--- src/rtl/sfx_sequencer.sv ---
// sfx_sequencer: queues sound-effect requests and drives APU saw/square/noise
// trigger levels for a requested number of video frames, starting and ending
// on frame boundaries derived from the beam position.
// Optional build macro SFX_PREEMPT_EN: an urgent request flushes the queue,
// aborts the current sound and re-arms with the urgent request.
module sfx_sequencer #(
  parameter int unsigned QUEUE_DEPTH = 4,
  parameter int unsigned DUR_BITS    = 6
) (
  input  logic                               clk,
  input  logic                               reset,
  input  logic [9:0]                         x,
  input  logic [9:0]                         y,
  input  logic                               req_valid,
  output logic                               req_ready,
  input  logic [1:0]                         req_id,
  input  logic [DUR_BITS-1:0]                req_dur,
  input  logic                               req_urgent,
  output logic                               saw_trigger,
  output logic                               square_trigger,
  output logic                               noise_trigger,
  output logic                               busy,
  output logic [$clog2(QUEUE_DEPTH+1)-1:0]   queue_count
);

  localparam int unsigned PTR_W = (QUEUE_DEPTH > 1) ? $clog2(QUEUE_DEPTH) : 1;
  localparam int unsigned CNT_W = $clog2(QUEUE_DEPTH + 1);

  typedef struct packed {
    logic [1:0]          id;
    logic [DUR_BITS-1:0] dur;
  } req_t;

  typedef enum logic [1:0] {
    S_IDLE = 2'd0,
    S_ARM  = 2'd1,
    S_PLAY = 2'd2
  } state_e;

  // Trigger pattern {noise, square, saw} for a request id; id 3 is saw+noise.
  function automatic logic [2:0] id_pattern(input logic [1:0] id);
    case (id)
      2'd0:    id_pattern = 3'b001;
      2'd1:    id_pattern = 3'b010;
      2'd2:    id_pattern = 3'b100;
      default: id_pattern = 3'b101;
    endcase
  endfunction

  // A zero duration plays for one frame.
  function automatic logic [DUR_BITS-1:0] norm_dur(input logic [DUR_BITS-1:0] d);
    norm_dur = (d == '0) ? DUR_BITS'(1) : d;
  endfunction

  state_e               state_q, state_d;
  logic                 origin_q, origin_d;
  logic [PTR_W-1:0]     wr_ptr_q, wr_ptr_d;
  logic [PTR_W-1:0]     rd_ptr_q, rd_ptr_d;
  logic [CNT_W-1:0]     count_q, count_d;
  logic [1:0]           cur_id_q, cur_id_d;
  logic [DUR_BITS-1:0]  rem_q, rem_d;
  logic [2:0]           trig_q, trig_d;
  req_t                 mem_q [QUEUE_DEPTH];

  logic at_origin;
  logic frame_tick;
  logic full;
  logic empty;
  logic push;
  logic fifo_push;
  logic urgent_push;
  logic pop;
  req_t head;
  req_t new_req;

  assign at_origin  = (x == 10'd0) && (y == 10'd0);
  assign frame_tick = at_origin && !origin_q;
  assign origin_d   = at_origin;

  assign full    = (count_q == CNT_W'(QUEUE_DEPTH));
  assign empty   = (count_q == '0);
  assign head    = mem_q[rd_ptr_q];
  assign new_req = '{id: req_id, dur: req_dur};
  assign push    = req_valid && req_ready;

`ifdef SFX_PREEMPT_EN
  assign req_ready   = !full || req_urgent;
  assign urgent_push = push && req_urgent;
`else
  logic unused_urgent;
  assign unused_urgent = req_urgent;
  assign req_ready     = !full;
  assign urgent_push   = 1'b0;
`endif

  // Urgent requests bypass the queue and are loaded straight into the player.
  assign fifo_push = push && !urgent_push;

  // State and datapath registers.
  always_ff @(posedge clk) begin
    if (reset) begin
      state_q  <= S_IDLE;
      origin_q <= 1'b0;
      wr_ptr_q <= '0;
      rd_ptr_q <= '0;
      count_q  <= '0;
      cur_id_q <= '0;
      rem_q    <= '0;
      trig_q   <= '0;
    end else begin
      state_q  <= state_d;
      origin_q <= origin_d;
      wr_ptr_q <= wr_ptr_d;
      rd_ptr_q <= rd_ptr_d;
      count_q  <= count_d;
      cur_id_q <= cur_id_d;
      rem_q    <= rem_d;
      trig_q   <= trig_d;
    end
  end

  // Request storage; contents are don't-care until written.
  always_ff @(posedge clk) begin
    if (fifo_push) begin
      mem_q[wr_ptr_q] <= new_req;
    end
  end

  // Next-state and FIFO pop decision.
  always_comb begin
    state_d = state_q;
    pop     = 1'b0;
    case (state_q)
      S_IDLE: begin
        if (!empty) begin
          pop     = 1'b1;
          state_d = S_ARM;
        end
      end
      S_ARM: begin
        if (frame_tick) begin
          state_d = S_PLAY;
        end
      end
      S_PLAY: begin
        if (frame_tick && (rem_q == DUR_BITS'(1))) begin
          if (!empty) begin
            pop = 1'b1;
          end else begin
            state_d = S_IDLE;
          end
        end
      end
      default: state_d = S_IDLE;
    endcase
    if (urgent_push) begin
      pop     = 1'b0;
      state_d = S_ARM;
    end
  end

  // Trigger levels and current-sound bookkeeping.
  always_comb begin
    trig_d   = 3'b000;
    cur_id_d = cur_id_q;
    rem_d    = rem_q;
    if (pop) begin
      cur_id_d = head.id;
      rem_d    = norm_dur(head.dur);
    end
    case (state_q)
      S_ARM: begin
        if (frame_tick) begin
          trig_d = id_pattern(cur_id_q);
        end
      end
      S_PLAY: begin
        trig_d = id_pattern(cur_id_q);
        if (frame_tick) begin
          if (rem_q > DUR_BITS'(1)) begin
            rem_d = rem_q - DUR_BITS'(1);
          end else if (pop) begin
            trig_d = id_pattern(head.id);
          end else begin
            trig_d = 3'b000;
          end
        end
      end
      default: trig_d = 3'b000;
    endcase
    if (urgent_push) begin
      cur_id_d = new_req.id;
      rem_d    = norm_dur(new_req.dur);
      trig_d   = 3'b000;
    end
  end

  // Queue pointers and occupancy; an urgent request empties the queue.
  always_comb begin
    wr_ptr_d = wr_ptr_q + PTR_W'(fifo_push);
    rd_ptr_d = rd_ptr_q + PTR_W'(pop);
    count_d  = count_q + CNT_W'(fifo_push) - CNT_W'(pop);
    if (urgent_push) begin
      wr_ptr_d = '0;
      rd_ptr_d = '0;
      count_d  = '0;
    end
  end

  assign saw_trigger    = trig_q[0];
  assign square_trigger = trig_q[1];
  assign noise_trigger  = trig_q[2];
  assign busy           = (state_q != S_IDLE) || !empty;
  assign queue_count    = count_q;

endmodule

--- config.mk ---
export PLATFORM = sky130hd
export DESIGN_NAME = sfx_sequencer
export DESIGN_NICKNAME = d
export VERILOG_FILES = /design/src/rtl/sfx_sequencer.sv
export SDC_FILE = /design/constraint.sdc
export NUM_CORES = 1
export LEC_CHECK = 0
export BUFFER_PORTS_ARGS = -buffer_cell sky130_fd_sc_hd__buf_2
export CORE_MARGIN = 3
export CORE_UTILIZATION = 40
export CTS_CLUSTER_DIAMETER = 120
export DETAILED_ROUTE_END_ITERATION = 10
export GPL_TIMING_DRIVEN = 1
export PLACE_DENSITY = 0.61
export SYNTH_ARGS = -nofsm -noshare
export SYNTH_HDL_FRONTEND = slang
export SYNTH_SLANG_ARGS = --single-unit
--- constraint.sdc ---
create_clock -name clk -period 8.8 [get_ports clk]
set_clock_uncertainty 0.05 [all_clocks]
set_input_delay 1.76 -clock clk [delete_from_list [all_inputs] [get_ports clk]]
set_output_delay 1.76 -clock clk [all_outputs]
set_load 0.005 [all_outputs]
* After elaboration in Yosys (flattened, before gate mapping) *
Memory sizes are Yosys's and may differ from the RTL's. A register that Yosys moved wholly into a read port is not among the register bits.
Index checks and enable logic that the tools add are counted.

storage, ports and cells
  bits in registers = 21
  bits in writable memories = 32
  input port bits = 32
  output and inout port bits = 8
  logic and storage cells = 67
  memories = 1

operators by class
  $add $sub $neg = 5
  $lt $le $gt $ge = 1
  eq/ne operators = 12
  mux-type cells = 23
  reductions and logical operators = 17

memory list
  memory  depth  width  read ports  clocked after memory_dff  write ports  line  source
  mem_q   4      8      1           1                         1            63    req_t mem_q [QUEUE_DEPTH];

operators by type and width
  kind                   count
  $mux W6                5
  $logic_not A10 Y1      2
  $pmux W3 S3            2
  $mux W3                4
  $mux W2                5
  $ne A2 B2 Y1 const B   4
  $eq A2 B1 Y1 const B   3
  $eq A2 B2 Y1 const B   3
  $eq A6 B1 Y1 const B   1
  $gt A6 B1 Y1 const B   1
  $logic_not A2 Y1       3
  $logic_not A6 Y1       1
  $pmux W2 S3            1
  $pmux W3 S2            1
  $sub A6 B1 Y6 const B  1
  $add A2 B1 Y2          2
  $logic_and A1 B1 Y1    4
  $mux W1                4
  $reduce_and A4 Y1      1
  $add A3 B1 Y3          1
  $eq A3 B3 Y1 const B   1
  $logic_not A1 Y1       3
  $logic_not A3 Y1       1
  $sub A3 B1 Y3          1
  other kinds (3)        3

* Longest topological paths before layout *
Gate-level depths: netlist (run 1).

  depth in word-level cells = 10
  mapped depth = 14
  mapped depth without buffers = 13

* Worst setup path before layout (run 1) *
OpenSTA, ideal clock, no wires.

  kind = input to register
  from = in x[6]
  to = reg count_q[2] (netlist: queue_count[2])
  setup time = 0.128 ns
  arrival = 3.895 ns
  data required time = 8.622 ns
  setup slack = 4.728 ns
  stages = 12
  path buffers = 1
  cell sequence = nor4_1 and3b_1 a31o_1 buf_6 ha_1 inv_1 ha_1 inv_1 fa_1 xor2_1 xnor2_1 nor2_1

on the way
  cells in the longest elaborated chain, start to end = 7

ends and longest elaborated chain
  item                    line  source
  start: declaration      12    input logic [9:0] x,
  $logic_not A10 Y1       76    assign at_origin = (x == 10'd0) && (y == 10'd0);
  $logic_and A1 B1 Y1     76
  $logic_and A1 B1 Y1     77    assign frame_tick = at_origin && !origin_q;
  $logic_and A1 B1 Y1     146   if (frame_tick && (rem_q == DUR_BITS'(1))) begin
  $mux W1                 146
  $pmux W1 S2             133   case (state_q)
  $sub A3 B1 Y3           202   count_d = count_q + CNT_W'(fifo_push) - CNT_W'(pop);
  end signal: assignment  115   count_q <= count_d;
  end: declaration        59    logic [CNT_W-1:0] count_q, count_d;

No other way between the ends.
A chain may end at the register's enable or synchronous reset.

* Worst setup path after layout (run 1) *
  from = in y[8]
  to = reg count_q[2] (netlist: queue_count[2])

on the way
  cells in the longest elaborated chain, start to end = 7

ends and longest elaborated chain
  item                 line  source
  start: declaration   13    input logic [9:0] y,
  $logic_not A10 Y1    76
  $logic_and A1 B1 Y1  76
  $logic_and A1 B1 Y1  77
  $logic_and A1 B1 Y1  146
  $mux W1              146
  $pmux W1 S2          133
  $sub A3 B1 Y3        202

No other way between the ends.

==> results of run 1 <==
cells in the final DEF, fill, tap and decap left out, drive strengths merged, types with 6 or more instances in the layout:
| master | netlist | layout |
|---|---|---|
| buf | 3 | 41 |
| edfxtp | 32 | 32 |
| dfxtp | 21 | 21 |
| ha | 15 | 15 |
| inv | 13 | 15 |
| nand2 | 13 | 13 |
| nor2 | 11 | 11 |
| a21oi | 8 | 8 |
| nand3 | 8 | 8 |
| mux4 | 8 | 8 |
| nor2b | 6 | 6 |
| nor4 | 6 | 6 |
| o21ai | 6 | 6 |
flip-flops by register name, indices dropped and copies added (netlist names):
name	cells
rem_q	6
cur_id_q	2
wr_ptr_q	2
mem_q	32
trig_q	3
state_q	2
origin_q	1
queue_count	3
rd_ptr_q	2
metrics by stage:
| step | setup slack (ns) | instance area (um^2) | total power, uW | hold WS, ns |
|---|---|---|---|---|
| 2_1_floorplan | 4.728 | 2599 | 611.6 | 0.4240 |
| 3_3_place_gp | 4.175 | 2867 | 678.7 | 0.4483 |
| 3_5_place_dp | 4.166 | 2867 | 684.0 | 0.4476 |
| 4_1_cts | 4.496 | 2964 | 833.2 | 0.4660 |
| 5_1_grt | 4.270 | 2964 | 889.9 | 0.5019 |
| 6_report | 4.513 | 2964 | 820.6 | 0.4689 |
cells by family after synthesis:
kind of cell	count (synthesis)
compound gates	37
xor+xnor	5
flops	53
simple gates	67
buf+inv	19
mux	12
fa+ha+maj	16
power breakdown:
group / total, uW / switching (uW) / leakage [uW] / internal (uW)
clock network: 145 / 85.6 / 0.0000506 / 59.7
logic: 321 / 166 / 0.000618 / 155
registers: 354 / 46.0 / 0.000465 / 308
layout make-up:
type	count	share of cell area
multi-input cells	137	0.3812
repair buffers	41	0.07176
flip-flops and latches	53	0.4660
clock buffers	5	0.02322
inverters	13	0.01646
well taps	75	0.03166
clock inverters	3	0.009709
metal layers:
layer  vias to the layer above  track usage  share of wire
met5                         -            0              0
met4                         0      0.02550         0.0040
met3                         2      0.02852          0.034
met2                        28       0.2218           0.49
met1                       805       0.1780           0.48
li1                        870            -              -
cell usage after synthesis, types with 2 or more instances:
cell	n	area, um^2
o21ai_0	5	25.02
a31oi_1	5	31.28
xor2_1	2	17.52
nand2_1	12	45.04
a21boi_1	2	15.01
nor2_1	11	41.29
clkbuf_1	3	11.26
nor2b_1	6	37.54
dfxtp_1	21	420.4
mux4_2	3	67.56
edfxtp_1	32	960.9
o32a_1	2	20.02
or3_1	4	25.02
nor3b_1	3	22.52
nor3_1	3	15.01
a21o_1	2	15.01
mux2i_1	4	40.04
nand3_1	7	35.03
a21boi_0	2	15.01
xnor2_1	3	26.28
nor4_1	5	31.28
inv_1	13	48.80
a21oi_1	8	40.04
mux4_1	5	131.4
and3_1	2	12.51
ha_1	15	187.7
buf_6	2	22.52
final timing paths:
| kind | slack, ns | endpoint | cells after the start | startpoint |
|---|---|---|---|---|
| setup / recovery | 4.51 | queue_count[2]$_SDFF_PP0_ | 12 | y[8] |
| setup reg to reg | 5.76 | queue_count[2]$_SDFF_PP0_ | 11 | rem_q[3]$_SDFF_PP0_ |
| hold / removal | 0.47 | state_q[1]$_SDFFE_PP0P_ | 2 | state_q[1]$_SDFFE_PP0P_ |
| hold reg to reg | 0.47 | state_q[1]$_SDFFE_PP0P_ | 2 | state_q[1]$_SDFFE_PP0P_ |
worst reg2reg max path: cells and delay by family, from the launching register on:
| kind | cells | cell delay [ns] |
|---|---|---|
| buffers and inverters | 2 | 0.11 |
| AO/OA/AOI/OAI | 1 | 0.45 |
| AND/OR/NAND/NOR | 3 | 0.82 |
| XOR/XNOR | 2 | 0.30 |
| adder cells (fa/ha/maj) | 3 | 0.82 |
| flip-flops | 1 | 0.40 |
==> impl_metrics.yaml, run 1 <==
grt:
  grt.overflow.total: 0
  grt_max_degree: 20
  antenna_found_initial: 0
  grt_pass1_vias: 1645
  grt_pass1_wl_mm: 7.810
  grt_usage: 0.1323
timing:
  worst_pin_slew_ns: 0.4966
  finalSetupViolCount: 0
  relSlewSlack: 0.6659
  rsz0062_at_grt: "no"
  min_period_ns: 4.287
  setup-tns-final_ns: 0
  max_freq_ghz: 0.2333
  final-hold-violation-count: 0
  min_period_over_period: 0.4871
  drv_slew: 0
clock_network:
  holdBufCountCts: 0
  clkLatencyLatePin_ns: 0.30
  cts_sinks: 53
  cts_buffers: 5
  cts_setup_buffers: 0
  cts_buffer_depth: 2
  ctsResizeCount: 0
  clk_pin_slew_ns: 0.10
  cts_tree: "done"
  h-tree-depth: 2
  cts-root-buf: "clkbuf_8"
yosys:
  yosysSeqAreaShare: 0.5315
  synthFlopType: "edfxtp_1"
  synth.net_count: 257
  synth_simple_gate_area_share: 0.1497
  synthArstFlopShare: 0
  synthAdderAreaFrac: 0.07992
  synth_top_family_by_area: "simple AND/OR/NAND/NOR gates"
  synth_cell_types: 54
  synth_xor_xnor_area_share: 0.01685
  muxShareOfSynthArea: 0.09196
  synth-compound-area-share: 0.09629
  ys_ff_latch: 53
  ys_warn_count: 0
  postSynthAreaPerCell_um2: 12.43
  synthCells: 209
  synth_edf_count: 32
  syn-cell-area_um2: 2599
setup_path:
  crit_path_max_fanout: 10
  path_cells: "buf_2 -> nor4_1 -> and4_1 -> a31o_1 -> ha_1 -> inv_1 -> ha_1 -> inv_1 -> fa_1 -> xor2_1 -> xnor2_1 -> nor2_1"
  crit_arrival_ns: 4.43
  critPathBufInv: 3
  path_delay_family: "simple AND/OR/NAND/NOR gates"
  required_ns: 8.94
  crit_path_end_kind: "register"
  path_class: "input pin to register"
  cp-start-kind: "input pin"
  cpPeakStageDelay_ns: 0.49
  cpMaxStageDelayCell: "and4_1"
power_and_ir_drop:
  irDropWorstVdd_v: 0.0001112
  leakagePower_uw: 0.001134
  powerDensity_nw_per_um2: 276.8
place:
  place_hpwl_mm: 3.455
  numPortBuffers: 38
  place.gp.congestion: 0.7869
  dp_cells: 319
run:
  max_cap_violations: 0
finish:
  multi_input_area_um2: 1130
  diodes: 0
  seq_area_um2: 1381
  syn2layout_area_growth_pct: 14.06
  post-route-util: 0.4862
  drive_gt1_frac: 0.2262
  fillers: 583
  fin_nets: 299
  layout.cells.non_filler: 327
route:
  drc_errors: 0
  antenna_left: 0
  routed_wl_mm: 4.700
  dr.first_iter.drc_count: 75
  first_pass_iters: 6
  routed_via_density: 5.214
  route.vias.total: 1705
  wl_per_cell_um: 14.37
floorplan:
  die-area_um2: 7500
  start_util: 0.4263
  die-height_um: 86.61
  die_w_um: 86.61
  io_pins: 40
  rows: 28
  core_um2: 6096
hold_path:
  hp-class: "register to register"
status:
  status: "finished clean"
Note: power is estimated with default switching activity, not from simulation.
==> run 2, diff against run 1 <==
--- a/config.mk
+++ b/config.mk
@@ -5,13 +5,14 @@
 export SDC_FILE = /design/constraint.sdc
 export NUM_CORES = 1
 export LEC_CHECK = 0
+export ABC_AREA = 1
 export BUFFER_PORTS_ARGS = -buffer_cell sky130_fd_sc_hd__buf_2
 export CORE_MARGIN = 3
 export CORE_UTILIZATION = 40
 export CTS_CLUSTER_DIAMETER = 120
 export DETAILED_ROUTE_END_ITERATION = 10
 export GPL_TIMING_DRIVEN = 1
-export PLACE_DENSITY = 0.61
+export PLACE_DENSITY = 0.6
 export SYNTH_ARGS = -nofsm -noshare
 export SYNTH_HDL_FRONTEND = slang
 export SYNTH_SLANG_ARGS = --single-unit
==> constraint.sdc (replaced) <==
create_clock -name clk -period 4 [get_ports clk]
set_clock_uncertainty 0.05 [all_clocks]
set_input_delay 0.8 -clock clk [delete_from_list [all_inputs] [get_ports clk]]
set_output_delay 0.8 -clock clk [all_outputs]
set_load 0.005 [all_outputs]
==> impl_metrics.yaml, run 2 <==
timing:
  min_period_over_period: 0.6511
  worst_pin_slew_ns: 0.6469
  max_freq_ghz: 0.3839
  relSlewSlack: 0.5681
  rsz0062_at_grt: "no"
  finalSetupViolCount: 0
  setup-tns-final_ns: 0
  drv_slew: 0
  min_period_ns: 2.605
  final.setup.worst_slack_ns: 1.395
  final-hold-violation-count: 0
grt:
  grt_usage: 0.1433
  antenna_found_initial: 0
  grt_pass1_vias: 1872
  grt_max_degree: 19
  grt_pass1_wl_mm: 8.562
  grt.overflow.total: 0
route:
  routed_wl_mm: 5.009
  first_pass_iters: 4
  route.vias.total: 2005
  wl_per_cell_um: 12.16
  antenna_left: 0
  drc_errors: 0
  dr.first_iter.drc_count: 85
  routed_via_density: 4.867
power_and_ir_drop:
  irDropWorstVdd_v: 0.0003669
  powerDensity_nw_per_um2: 664.8
  internal_power_uw: 1204
  clkPwrFrac: 0.178
  pwr-share-comb: 0.431
  p_seq_frac: 0.391
  p_sw_uw: 809.0
  leakagePower_uw: 0.001296
  p_sw_frac: 0.4019
  total_power_uw: 2013
setup_path:
  crit_path_end_kind: "register"
  cp-start-kind: "input pin"
  crit_path_max_fanout: 14
  path_cells: "buf_2 -> nor2_1 -> nand2_1 -> nor2_1 -> nand2_2 -> nor2_4 -> nand4_4 -> nand2_4 -> ha_1 -> inv_1 -> ha_1 -> inv_1 -> fa_1 -> o21ai_0 -> a21oi_1"
  path_delay_family: "simple AND/OR/NAND/NOR gates"
  path_class: "input pin to register"
  cpPeakStageDelay_ns: 0.37
  crit_arrival_ns: 2.75
  cpMaxStageDelayCell: "fa_1"
  required_ns: 4.15
  critPathBufInv: 3
yosys:
  synth_simple_gate_area_share: 0.2664
  syn-cell-area_um2: 2644
  muxShareOfSynthArea: 0
  ys_ff_latch: 53
  postSynthAreaPerCell_um2: 8.992
  ys_warn_count: 0
  synth_common_cells: "nand2_1 (70), nor2_1 (48), edfxtp_1 (32)"
  synth_top_area_frac: 0.3635
  synthCells: 294
  yosysTopAreaCell: "edfxtp_1"
  synth_most_common_cell: "nand2_1"
  yosysSeqAreaShare: 0.5225
  synth.net_count: 342
  netlist_top_cells_area: "edfxtp_1 (36%), dfxtp_1 (16%), nand2_1 (9.9%)"
  synthAdderAreaFrac: 0.07856
  synth-compound-area-share: 0.05253
  synth_cell_types: 35
  synthFlopType: "edfxtp_1"
  synth_edf_count: 32
  synthArstFlopShare: 0
  synth_top_family_by_area: "simple AND/OR/NAND/NOR gates"
  synth_xor_xnor_area_share: 0.02319
clock_network:
  clkLatencyLatePin_ns: 0.30
  cts_tree: "done"
  cts_buffer_depth: 2
  cts_sinks: 53
  holdBufCountCts: 0
  cts-root-buf: "clkbuf_8"
  h-tree-depth: 2
  clk_pin_slew_ns: 0.09
  cts_buffers: 5
  cts_setup_buffers: 0
  ctsResizeCount: 0
run:
  max_cap_violations: 0
finish:
  layout_common_cells: "nand2_1 (70), nor2_1 (48), buf_2 (38), edfxtp_1 (32), inv_1 (28)"
  largestRegisters: "mem_q x32, rem_q x6"
  regMostFlops: "mem_q"
  syn2layout_area_growth_pct: 14.53
  fillers: 598
  fin_nets: 385
  diodes: 0
  layout_commonest_cell: "nand2_1"
  drive_gt1_frac: 0.1869
  post-route-util: 0.4911
  largest_register_ffs: 32
hold_path:
  hp-class: "register to register"
place:
  place.gp.congestion: 0.8020
  numPortBuffers: 38
  dp_slack_ns: 1.064
  place_hpwl_mm: 3.730
floorplan:
  die-area_um2: 7621
  die_w_um: 87.30
  io_pins: 40
  die-height_um: 87.30
  core_um2: 6166
  start_util: 0.4288
  rows: 28
status:
  status: "finished clean"
[run 2: cell count changes after synthesis, moves of 4 or more]
cell	change
nand3_1	+12
a31oi_1	-4
or3_1	-4
nor2_1	+37
mux4_1	-5
nand2_1	+58
nor4_1	-5
nor2b_1	-6
inv_1	+15
mux2i_1	-4
[run 2: cells by family after synthesis]
| group | Yosys count |
|---|---|
| and+or+nand+nor | 157 |
| buffers and inverters | 36 |
| adders and majority gates | 16 |
| AOI/OAI and AO/OA | 25 |
| DFF | 53 |
| xor gates and xnor gates | 7 |
[run 2: power groups by stage]
| stage | clock, uW | sequential [uW] | combinational, uW |
|---|---|---|---|
| finish | 358 | 787 | 868 |
| CTS | 366 | 788 | 874 |
| detailed placement | 0 | 800 | 869 |
| global placement | 0 | 797 | 846 |
| floorplan | 0 | 760 | 716 |
| global route | 389 | 804 | 1030 |
[run 2: layer usage]
metal / up-vias / routed length (um) / track usage
met4: 0 / 50 / 0.03766
met5: - / 0 / 0
met1: 928 / 2243 / 0.1875
met3: 4 / 223 / 0.03122
met2: 28 / 2492 / 0.2390
li1: 1045 / - / -
[run 2: path summary, 6_finish.rpt]
path | from | endpoint | slack, ns | cells after the start
worst max-delay path | x[5] | queue_count[2]$_SDFF_PP0_ | 1.40 | 15
worst min-delay path | state_q[1]$_SDFFE_PP0P_ | state_q[1]$_SDFFE_PP0P_ | 0.44 | 2
worst max register to register | state_q[0]$_SDFFE_PP0P_ | queue_count[2]$_SDFF_PP0_ | 1.45 | 13
worst min register to register | state_q[1]$_SDFFE_PP0P_ | state_q[1]$_SDFFE_PP0P_ | 0.44 | 2
[run 2: per-stage QoR]
step,hold WS [ns],std cells,cell area (um^2)
after floorplan,0.4059,294,2644
after global placement,0.4275,405,2920
after detailed placement,0.4306,405,2920
after CTS,0.4439,412,3028
after global routing,0.4920,412,3028
final,0.4398,412,3028
[run 2: layout make-up]
cell class                      instances  area (um^2)  share of cell area
Clock buffer                            5        68.82             0.02273
Clock inverter                          2        38.79             0.01281
Tap cell                               75        93.84             0.03099
Inverter                               30        112.6             0.03719
Multi-Input combinational cell        205         1112              0.3674
Sequential cell                        53         1381              0.4562
Timing Repair Buffer                   42        220.2             0.07273
[run 2: worst register-to-register path, cell delays in order (launching register included)]
cell,delay (ns)
dfxtp_1,0.34
inv_1,0.08
ha_1,0.22
inv_1,0.11
nor2_1,0.24
nand4_4,0.16
nand2_4,0.17
ha_1,0.25
inv_1,0.05
ha_1,0.12
inv_1,0.05
fa_1,0.37
o21ai_0,0.17
a21oi_1,0.06
